[config.mk]
export PLATFORM = sky130hd
export DESIGN_NAME = mix_scheduler
export DESIGN_NICKNAME = d
export VERILOG_FILES = /design/src/rtl/mix_scheduler_pkg.sv /design/src/rtl/mix_scheduler_sat_shift.sv /design/src/rtl/mix_scheduler.sv
export SDC_FILE = /design/constraint.sdc
export NUM_CORES = 1
export LEC_CHECK = 0
export CORE_ASPECT_RATIO = 1.5
export CORE_MARGIN = 4
export CORE_UTILIZATION = 46
export DETAILED_ROUTE_END_ITERATION = 12
export PLACE_DENSITY = 0.94
export RECOVER_POWER = 100
export SYNTH_ARGS = -nofsm -noshare
export SYNTH_HDL_FRONTEND = slang
export SYNTH_SLANG_ARGS = --single-unit
[constraint.sdc]
create_clock -name CLOCK_50 -period 8.4 [get_ports CLOCK_50]
set_input_delay 0.84 -clock CLOCK_50 [delete_from_list [all_inputs] [get_ports CLOCK_50]]
set_output_delay 0.84 -clock CLOCK_50 [all_outputs]
set_load 0.02 [all_outputs]
[src/rtl/mix_scheduler_pkg.sv]
// Shared definitions for the time-multiplexed voice mixer: default sizing,
// sequencer state encoding and the output saturation limits.
package mix_defs;

  localparam int NUM_CH_DEF     = 8;
  localparam int DATA_W_DEF     = 16;
  localparam int GAIN_SHIFT_DEF = 3;

  typedef enum logic [1:0] {
    S_IDLE   = 2'd0,
    S_SCAN   = 2'd1,
    S_SCALE  = 2'd2,
    S_OUTPUT = 2'd3
  } mix_state_e;

  function automatic int sat_hi(input int w);
    return (1 << (w - 1)) - 1;
  endfunction

  function automatic int sat_lo(input int w);
    return -(1 << (w - 1));
  endfunction

  localparam int SAT_MAX = sat_hi(DATA_W_DEF);
  localparam int SAT_MIN = sat_lo(DATA_W_DEF);

endpackage

[src/rtl/mix_scheduler_sat_shift.sv]
// Gain stage: arithmetic right shift of the wide accumulator, then clamp to
// the signed output range. Purely combinational.
module sat_shift
  import mix_defs::*;
#(
  parameter int ACC_W      = DATA_W_DEF + 3,
  parameter int DATA_W     = DATA_W_DEF,
  parameter int GAIN_SHIFT = GAIN_SHIFT_DEF,
  parameter int SAT_HI     = SAT_MAX,
  parameter int SAT_LO     = SAT_MIN
) (
  input  logic signed [ACC_W-1:0]  acc_in,
  output logic signed [DATA_W-1:0] sat_out
);

  localparam logic signed [ACC_W-1:0] LIM_HI = ACC_W'(SAT_HI);
  localparam logic signed [ACC_W-1:0] LIM_LO = ACC_W'(SAT_LO);

  logic signed [ACC_W-1:0] shifted;

  always_comb begin
    shifted = acc_in >>> GAIN_SHIFT;
    if (shifted > LIM_HI) begin
      sat_out = DATA_W'(SAT_HI);
    end else if (shifted < LIM_LO) begin
      sat_out = DATA_W'(SAT_LO);
    end else begin
      sat_out = shifted[DATA_W-1:0];
    end
  end

endmodule

[src/rtl/mix_scheduler.sv]
// Per-sample-period mix sequencer: walks the voice channels one per cycle
// through a shared accumulator, scales/saturates, and hands off one frame.
//
// state    | meaning
// ---------+-----------------------------------------------------------
// S_IDLE   | waiting for sample_tick
// S_SCAN   | visiting channel idx, accumulating enabled+valid samples
// S_SCALE  | shift and saturate the sum into mix_out
// S_OUTPUT | frame presented, waiting for mix_ready
module mix_scheduler
  import mix_defs::*;
#(
  parameter int NUM_CH     = NUM_CH_DEF,
  parameter int DATA_W     = DATA_W_DEF,
  parameter int GAIN_SHIFT = GAIN_SHIFT_DEF
) (
  input  logic                     CLOCK_50,
  input  logic                     reset,
  input  logic                     sample_tick,
  input  logic [NUM_CH-1:0]        chan_enable,
  input  logic [NUM_CH-1:0]        chan_valid,
  input  logic [NUM_CH*DATA_W-1:0] chan_data,
  output logic [NUM_CH-1:0]        chan_ack,
  output logic [DATA_W-1:0]        mix_out,
  output logic                     mix_valid,
  input  logic                     mix_ready,
  output logic                     busy,
  output logic                     overrun,
  output logic                     underrun
);

  localparam int IDX_W = $clog2(NUM_CH);
  localparam int ACC_W = DATA_W + $clog2(NUM_CH);

  mix_state_e              state_q, state_d;
  logic signed [ACC_W-1:0] acc_q, acc_d;
  logic [IDX_W-1:0]        idx_q, idx_d;
  logic [DATA_W-1:0]       mix_out_q, mix_out_d;
  logic                    mix_valid_q, mix_valid_d;

  logic [DATA_W-1:0]        cur_sample;
  logic signed [ACC_W-1:0]  cur_sext;
  logic signed [DATA_W-1:0] sat_val;
  logic                     last_ch;

  assign cur_sample = chan_data[int'(idx_q)*DATA_W +: DATA_W];
  assign cur_sext   = {{(ACC_W-DATA_W){cur_sample[DATA_W-1]}}, cur_sample};
  assign last_ch    = (idx_q == IDX_W'(NUM_CH - 1));

  sat_shift #(
    .ACC_W      (ACC_W),
    .DATA_W     (DATA_W),
    .GAIN_SHIFT (GAIN_SHIFT),
    .SAT_HI     (sat_hi(DATA_W)),
    .SAT_LO     (sat_lo(DATA_W))
  ) u_sat (
    .acc_in  (acc_q),
    .sat_out (sat_val)
  );

  always_ff @(posedge CLOCK_50 or posedge reset) begin
    if (reset) begin
      state_q     <= S_IDLE;
      acc_q       <= '0;
      idx_q       <= '0;
      mix_out_q   <= '0;
      mix_valid_q <= 1'b0;
    end else begin
      state_q     <= state_d;
      acc_q       <= acc_d;
      idx_q       <= idx_d;
      mix_out_q   <= mix_out_d;
      mix_valid_q <= mix_valid_d;
    end
  end

  always_comb begin
    state_d     = state_q;
    acc_d       = acc_q;
    idx_d       = idx_q;
    mix_out_d   = mix_out_q;
    mix_valid_d = mix_valid_q;
    chan_ack    = '0;
    underrun    = 1'b0;
    busy        = (state_q != S_IDLE);
    // A tick can only start a frame from idle; anywhere else it is dropped.
    overrun     = sample_tick && (state_q != S_IDLE);

    case (state_q)
      S_IDLE: begin
        if (sample_tick) begin
          acc_d   = '0;
          idx_d   = '0;
          state_d = S_SCAN;
        end
      end
      S_SCAN: begin
        if (chan_enable[idx_q]) begin
          if (chan_valid[idx_q]) begin
            acc_d           = acc_q + cur_sext;
            chan_ack[idx_q] = 1'b1;
          end else begin
            underrun = 1'b1;
          end
        end
        if (last_ch) begin
          state_d = S_SCALE;
        end else begin
          idx_d = idx_q + IDX_W'(1);
        end
      end
      S_SCALE: begin
        mix_out_d   = sat_val;
        mix_valid_d = 1'b1;
        state_d     = S_OUTPUT;
      end
      S_OUTPUT: begin
        if (mix_ready) begin
          mix_valid_d = 1'b0;
          state_d     = S_IDLE;
        end
      end
      default: state_d = S_IDLE;
    endcase
  end

  assign mix_out   = mix_out_q;
  assign mix_valid = mix_valid_q;

endmodule

==> results.cfg, run 1 <==
[setup_path]
required_ns = 8.57
cp_max_fo = 50
critPathArrivalTime_ns = 5.26
crit_path_end_kind = flip-flop
worst_setup_path_start_kind = flip-flop
crit_type = flip-flop to flip-flop

[sta]
setup-tns-final_ns = 0
slew_violations = 107
rsz0062_at_grt = no
timing.fmax_ghz = 0.197
worst_pin_slew_ns = 2.21
clock_skew_ns = 0.00540
final_hold_viol_count = 0
setup_viol = 0
fin_crit_sh = 0.606
relSlewSlack = -0.474
setup_ws_ns = 3.31
fin_crit_ns = 5.09

[synthesis]
synth_fa_ha_area_frac = 0.0815
synth_area_leaders = dfrtp_1 26%, mux2_2 12%, ha_1 7.6%
synth_top_family_by_area = compound AO/OA/AOI/OAI gates
yosys_register_bits = 41
async_reset_ff_frac = 1.00
synth_top_area_share = 0.261
avgSynthCellArea_um2 = 9.29
synth_edf_count = 0
synth_compound_area_frac = 0.257
synth-simple-area-share = 0.107
synth_mux_area_frac = 0.210
synth_area_leader_cell = dfrtp_1
syn_area_um2 = 3930
synthCells = 423
ys_warn_count = 0
yosysUniqueCellTypes = 56
synthXorXnorAreaFrac = 0.0357
yosysSeqAreaShare = 0.261
syn_nets = 596
ys.flop_type = dfrtp_1

[floorplanning]
dieArea_um2 = 10100
initial_core_util = 0.470
rows = 41
die-width_um = 83.5
core_um2 = 8360
io_pins = 176
die_h_um = 121

[placed_design]
post-dp-hpwl_um = 10800
routabilityCongestion = 0.999
place_ws_ns = 4.18
place_area_um2 = 5690
port_buffers = 175

[pwr]
power_leakage_uw = 0.00252
max-vdd-ir-drop_uv = 173
power-per-cell-area_nw_per_um2 = 317

[routing]
vias = 4073
wire_per_inst_um = 20.0
drt-total-wl_um = 13800
wl_met2_um = 7030
vias_per_cell = 5.91
first_pass_iters = 4
dr_wl_met3_um = 991
drt_iter0_markers = 221
drc = 0
drtAntennaViolNets = 0
top_layer_used = met4
drt-met1-wl_um = 5330

[global_routing]
grt_max_degree = 55
grt_pass1_vias = 4229
antenna_found_initial = 0
track_usage = 0.269
grt_pass1_wl_um = 21900
grt-ovfl-total = 0

[final_layout]
diodes = 0
fin_nets = 754
area_growth_pct = 49.0
fin_area_um2 = 5860
drive_gt1_frac = 0.112
n_fill_cell = 643

[run_status]
status = finished, violations left
violations = max-capacitance violations, max-slew violations

[cts]
cts.sinks = 41
insertion_delay_ns = 0.28
cts_buffer_depth = 2
ctsResizeCount = 0
holdBufCountCts = 0
cts_setup_buffers = 0
clk_pin_slew_ns = 0.06
h-tree-depth = 2
cts_tree = done
cts_made_buffers = 5
cts_root_buf = clkbuf_16

[flow_run]
drv_cap = 3

[min_path]
hp-class = flip-flop to flip-flop
## critical path, stage by stage (launching register included)
cell	delay (ns)
dfrtp_1	1.56
nand2_1	0.72
o22a_1	0.34
o21ai_0	0.17
ha_1	0.35
a211oi_1	0.35
o21ai_0	0.24
a221oi_1	0.59
o21ai_0	0.15
a21oi_1	0.20
xnor2_1	0.08
a22o_1	0.20
## cells in the final DEF (no fill, tap or decap), types with 2 or more instances in the layout
cell / synthesis / final
mux2_1: 3 / 3
or3_1: 2 / 2
xor2_1: 9 / 9
dfrtp_1: 41 / 40
nor3_1: 3 / 4
a21oi_1: 29 / 29
and2_1: 2 / 2
nor2b_1: 3 / 3
nor4_1: 2 / 2
bufinv_16: 0 / 2
nand2_1: 27 / 27
o22a_1: 15 / 15
mux2i_1: 25 / 25
xnor2_1: 7 / 7
buf_4: 1 / 2
nor2_1: 27 / 27
nand3_1: 8 / 8
mux2_2: 42 / 42
a22o_1: 13 / 13
a211oi_1: 3 / 4
a22oi_1: 24 / 24
o21bai_1: 2 / 2
ha_1: 24 / 24
dlygate4sd3_1: 0 / 29
a21o_1: 9 / 9
mux4_2: 2 / 2
o21ai_0: 32 / 33
nand3b_1: 3 / 3
inv_1: 8 / 8
o31ai_2: 4 / 4
clkbuf_16: 0 / 5
o211ai_1: 2 / 2
nand2b_1: 2 / 2
clkdlybuf4s50_1: 0 / 146
## layer usage
layer | up-vias | GRT usage
li1 | 1906 | -
met1 | 1929 | 0.312
met2 | 204 | 0.489
met3 | 34 | 0.0564
met4 | 0 | 0.0926
met5 | - | 0
## stage by stage
step                power, µW  utilization  hold WS (ns)  instances
floorplan                1290            -         0.477        423
global placement         1570        0.680         0.490        681
detailed placement       1610        0.680         0.495        681
CTS                      1870        0.703         0.512        689
global route             1990        0.700         0.526        689
finish                   1860        0.700         0.502        689
## registers in the layout (all words and copies together), names as in the netlist
name and flops:
acc_q 19, mix_valid 1, state_q 2, mix_out 16, idx_q 3
## path summary, 6_finish.rpt
| path | cells after the start | endpoint | slack, ns | start |
|---|---|---|---|---|
| max reg2reg | 11 | acc_q[15]$_DFFE_PP0P_ | 3.31 | idx_q[1]$_DFFE_PP0P_ |
| max | 11 | acc_q[15]$_DFFE_PP0P_ | 3.31 | idx_q[1]$_DFFE_PP0P_ |
| min | 1 | mix_out[10]$_DFFE_PP0P_ | 0.50 | mix_out[10]$_DFFE_PP0P_ |
| max in group asynchronous | 3 | idx_q[0]$_DFFE_PP0P_ | 5.17 | reset |
| min reg2reg | 1 | mix_out[10]$_DFFE_PP0P_ | 0.50 | mix_out[10]$_DFFE_PP0P_ |
| min in group asynchronous | 3 | state_q[1]$_DFFE_PP0P_ | 1.80 | reset |
## where the power goes
group / leakage [µW] / internal (µW) / switching, µW
combinational: 0.00188 / 569 / 688
sequential: 0.000551 / 259 / 96.0
clock: 0.0000938 / 170 / 77.0
total: 0.00252 / 997 / 861
## synth_stat cells, types with 3 or more instances
| library cell | n |
|---|---|
| nor2_1 | 27 |
| nand3b_1 | 3 |
| o22a_1 | 15 |
| ha_1 | 24 |
| o31ai_2 | 4 |
| buf_2 | 13 |
| inv_1 | 8 |
| dfrtp_1 | 41 |
| mux2_2 | 42 |
| a21oi_1 | 29 |
| o21ai_0 | 32 |
| mux2i_1 | 25 |
| nand2_1 | 27 |
| clkbuf_1 | 9 |
| a22oi_1 | 24 |
| mux2_1 | 3 |
| buf_6 | 4 |
| a22o_1 | 13 |
| a211oi_1 | 3 |
| nor2b_1 | 3 |
| xnor2_1 | 7 |
| a21o_1 | 9 |
| nand3_1 | 8 |
| xor2_1 | 9 |
| nor3_1 | 3 |
## final cells by class
type	instances	area, µm²	area share
tap	107	134	0.0229
inverter	9	33.8	0.00577
multi-input combinational	346	2700	0.461
clock buffer	5	125	0.0214
sequential	41	1030	0.175
timing repair buffer	178	1770	0.302
clock inverter	3	65.1	0.0111
## cell families (layout without fill, tap and decap cells)
logic type               after synthesis  after routing
AO/OA/AOI/OAI                        144            144
XOR/XNOR                              16             16
adder cells (fa/ha/maj)               25             25
buffers and inverters                 36            195
flip-flops                            41             41
multiplexers                          73             73
AND/OR/NAND/NOR                       88             88
Power figures use the tool's default switching activity.
==> inputs of run 2 (changes only) <==
Settings changed: CORE_UTILIZATION 46 to 43, PLACE_DENSITY 0.94 to 0.89.
Clock period 8.4 ns to 4.9 ns, I/O delays scaled along.
==> run 2 against run 1 <==
The flow still finishes with violations (max-capacitance violations, max-slew violations). Non-clock buffer count is 1 higher. Hold slack better by 0.0026 ns. Clock power is 60% higher. Critical path type unchanged. Highest routed layer unchanged.
==> results.cfg, run 2 (same netlist as run 1, synthesis figures left out) <==
[setup_path]
required_ns = 5.08
cp_max_fo = 40
crit_type = flip-flop to flip-flop
worst_setup_path_start_kind = flip-flop
crit_path_end_kind = flip-flop
critPathArrivalTime_ns = 4.19

[pwr]
power_switching_uw = 1470
power.share.combinational = 0.676
power-per-cell-area_nw_per_um2 = 537
switching_share = 0.466
pwr-share-seq = 0.199
max-vdd-ir-drop_uv = 259
p_int_uw = 1680
power_leakage_uw = 0.00252
p_clk_frac = 0.125

[global_routing]
antenna_found_initial = 0
grt-ovfl-total = 0
grt_pass1_vias = 4110
grt_pass1_wl_um = 20600
track_usage = 0.241
grt_max_degree = 42

[sta]
relSlewSlack = -0.474
fin_crit_ns = 4.02
timing.fmax_ghz = 0.249
timing.hold.ws_ns = 0.505
setup_viol = 0
clock_skew_ns = 0.00474
fin_crit_sh = 0.819
final_hold_viol_count = 0
slew_violations = 56
worst_pin_slew_ns = 2.21
setup-tns-final_ns = 0
setup_ws_ns = 0.885
rsz0062_at_grt = no

[final_layout]
area_growth_pct = 49.3
register_area_um2 = 1030
final_cell_mix = 146 x clkdlybuf4s50_1, 42 x mux2_2, 39 x dfrtp_1, 33 x o21ai_0
drive_gt1_frac = 0.115
fin_nets = 755
multiInputGateArea_um2 = 2700
regMostFlops = acc_q
final_common_cell = clkdlybuf4s50_1
n_fill_cell = 693
stdcell_count = 693
largest_reg_flops = 19
finish.utilization = 0.661
diodes = 0

[cts]
cts_root_buf = clkbuf_16
ctsResizeCount = 0
holdBufCountCts = 0
cts_tree = done
h-tree-depth = 2
cts.sinks = 41
insertion_delay_ns = 0.29
cts_setup_buffers = 0
cts_made_buffers = 5
cts_buffer_depth = 2
clk_pin_slew_ns = 0.06

[routing]
first_pass_iters = 4
drc = 0
drt-total-wl_um = 13200
drtAntennaViolNets = 0
wire_per_inst_um = 19.1
vias = 4011
vias_per_cell = 5.79
drt_iter0_markers = 272

[floorplanning]
rows = 42
initial_core_util = 0.442
die-width_um = 86.0
core_um2 = 8880
dieArea_um2 = 10800
die_h_um = 125
io_pins = 176

[run_status]
status = finished, violations left
violations = max-capacitance violations, max-slew violations

[placed_design]
post-dp-hpwl_um = 10500
routabilityCongestion = 0.895
dp_cells = 685
port_buffers = 175
place_ws_ns = 1.13

[min_path]
hp-class = flip-flop to flip-flop

[flow_run]
drv_cap = 2
run 2: worst paths after layout:
check | startpoint | end | slack [ns] | depth (start not counted)
setup reg to reg | idx_q[1]$_DFFE_PP0P_ | acc_q[15]$_DFFE_PP0P_ | 0.88 | 12
hold reg to reg | mix_out[12]$_DFFE_PP0P_ | mix_out[12]$_DFFE_PP0P_ | 0.50 | 1
setup / recovery | idx_q[1]$_DFFE_PP0P_ | acc_q[15]$_DFFE_PP0P_ | 0.88 | 12
max in group asynchronous | reset | idx_q[1]$_DFFE_PP0P_ | 2.03 | 3
hold / removal | mix_out[12]$_DFFE_PP0P_ | mix_out[12]$_DFFE_PP0P_ | 0.50 | 1
min in group asynchronous | reset | state_q[0]$_DFFE_PP0P_ | 1.45 | 3
run 2: per-layer routing:
layer / wire length [µm] / track usage / share of wire / vias up
li1: - / - / - / 1905
met5: 0 / 0 / 0 / -
met4: 447 / 0.110 / 0.034 / 0
met2: 6590 / 0.424 / 0.50 / 204
met1: 4950 / 0.272 / 0.37 / 1862
met3: 1230 / 0.0540 / 0.093 / 40
run 2: power groups by stage:
stage               Sequential, µW  Clock [µW]  Combinational, µW
detailed placement             632           0               2140
finish                         626         395               2130
global route                   650         417               2330
global placement               622           0               2070
CTS                            627         400               2160
floorplan                      563           0               1640
run 2: critical path: stages (launching register included):
cell	delay (ns)
dfrtp_2	0.86
buf_4	0.32
nand2_1	0.32
o22a_1	0.29
o21ai_0	0.15
ha_1	0.32
a211oi_1	0.31
o21ai_0	0.20
a221oi_1	0.51
o21ai_0	0.14
a21oi_1	0.19
xnor2_1	0.09
a22o_1	0.20
run 2: metrics by stage:
stage | power [µW] | area (µm²)
after detailed placement | 2770 | 5710
after global placement | 2690 | 5710
final | 3150 | 5870
after global routing | 3390 | 5870
after CTS | 3190 | 5890
after floorplan | 2210 | 3930
run 2: area by class of cell:
class | instances | share of cell area
clock inverters | 2 | 0.00640
multi-input cells | 346 | 0.460
flip-flops and latches | 41 | 0.175
inverters | 9 | 0.00576
repair buffers | 179 | 0.305
well taps | 110 | 0.0235
clock buffers | 6 | 0.0237
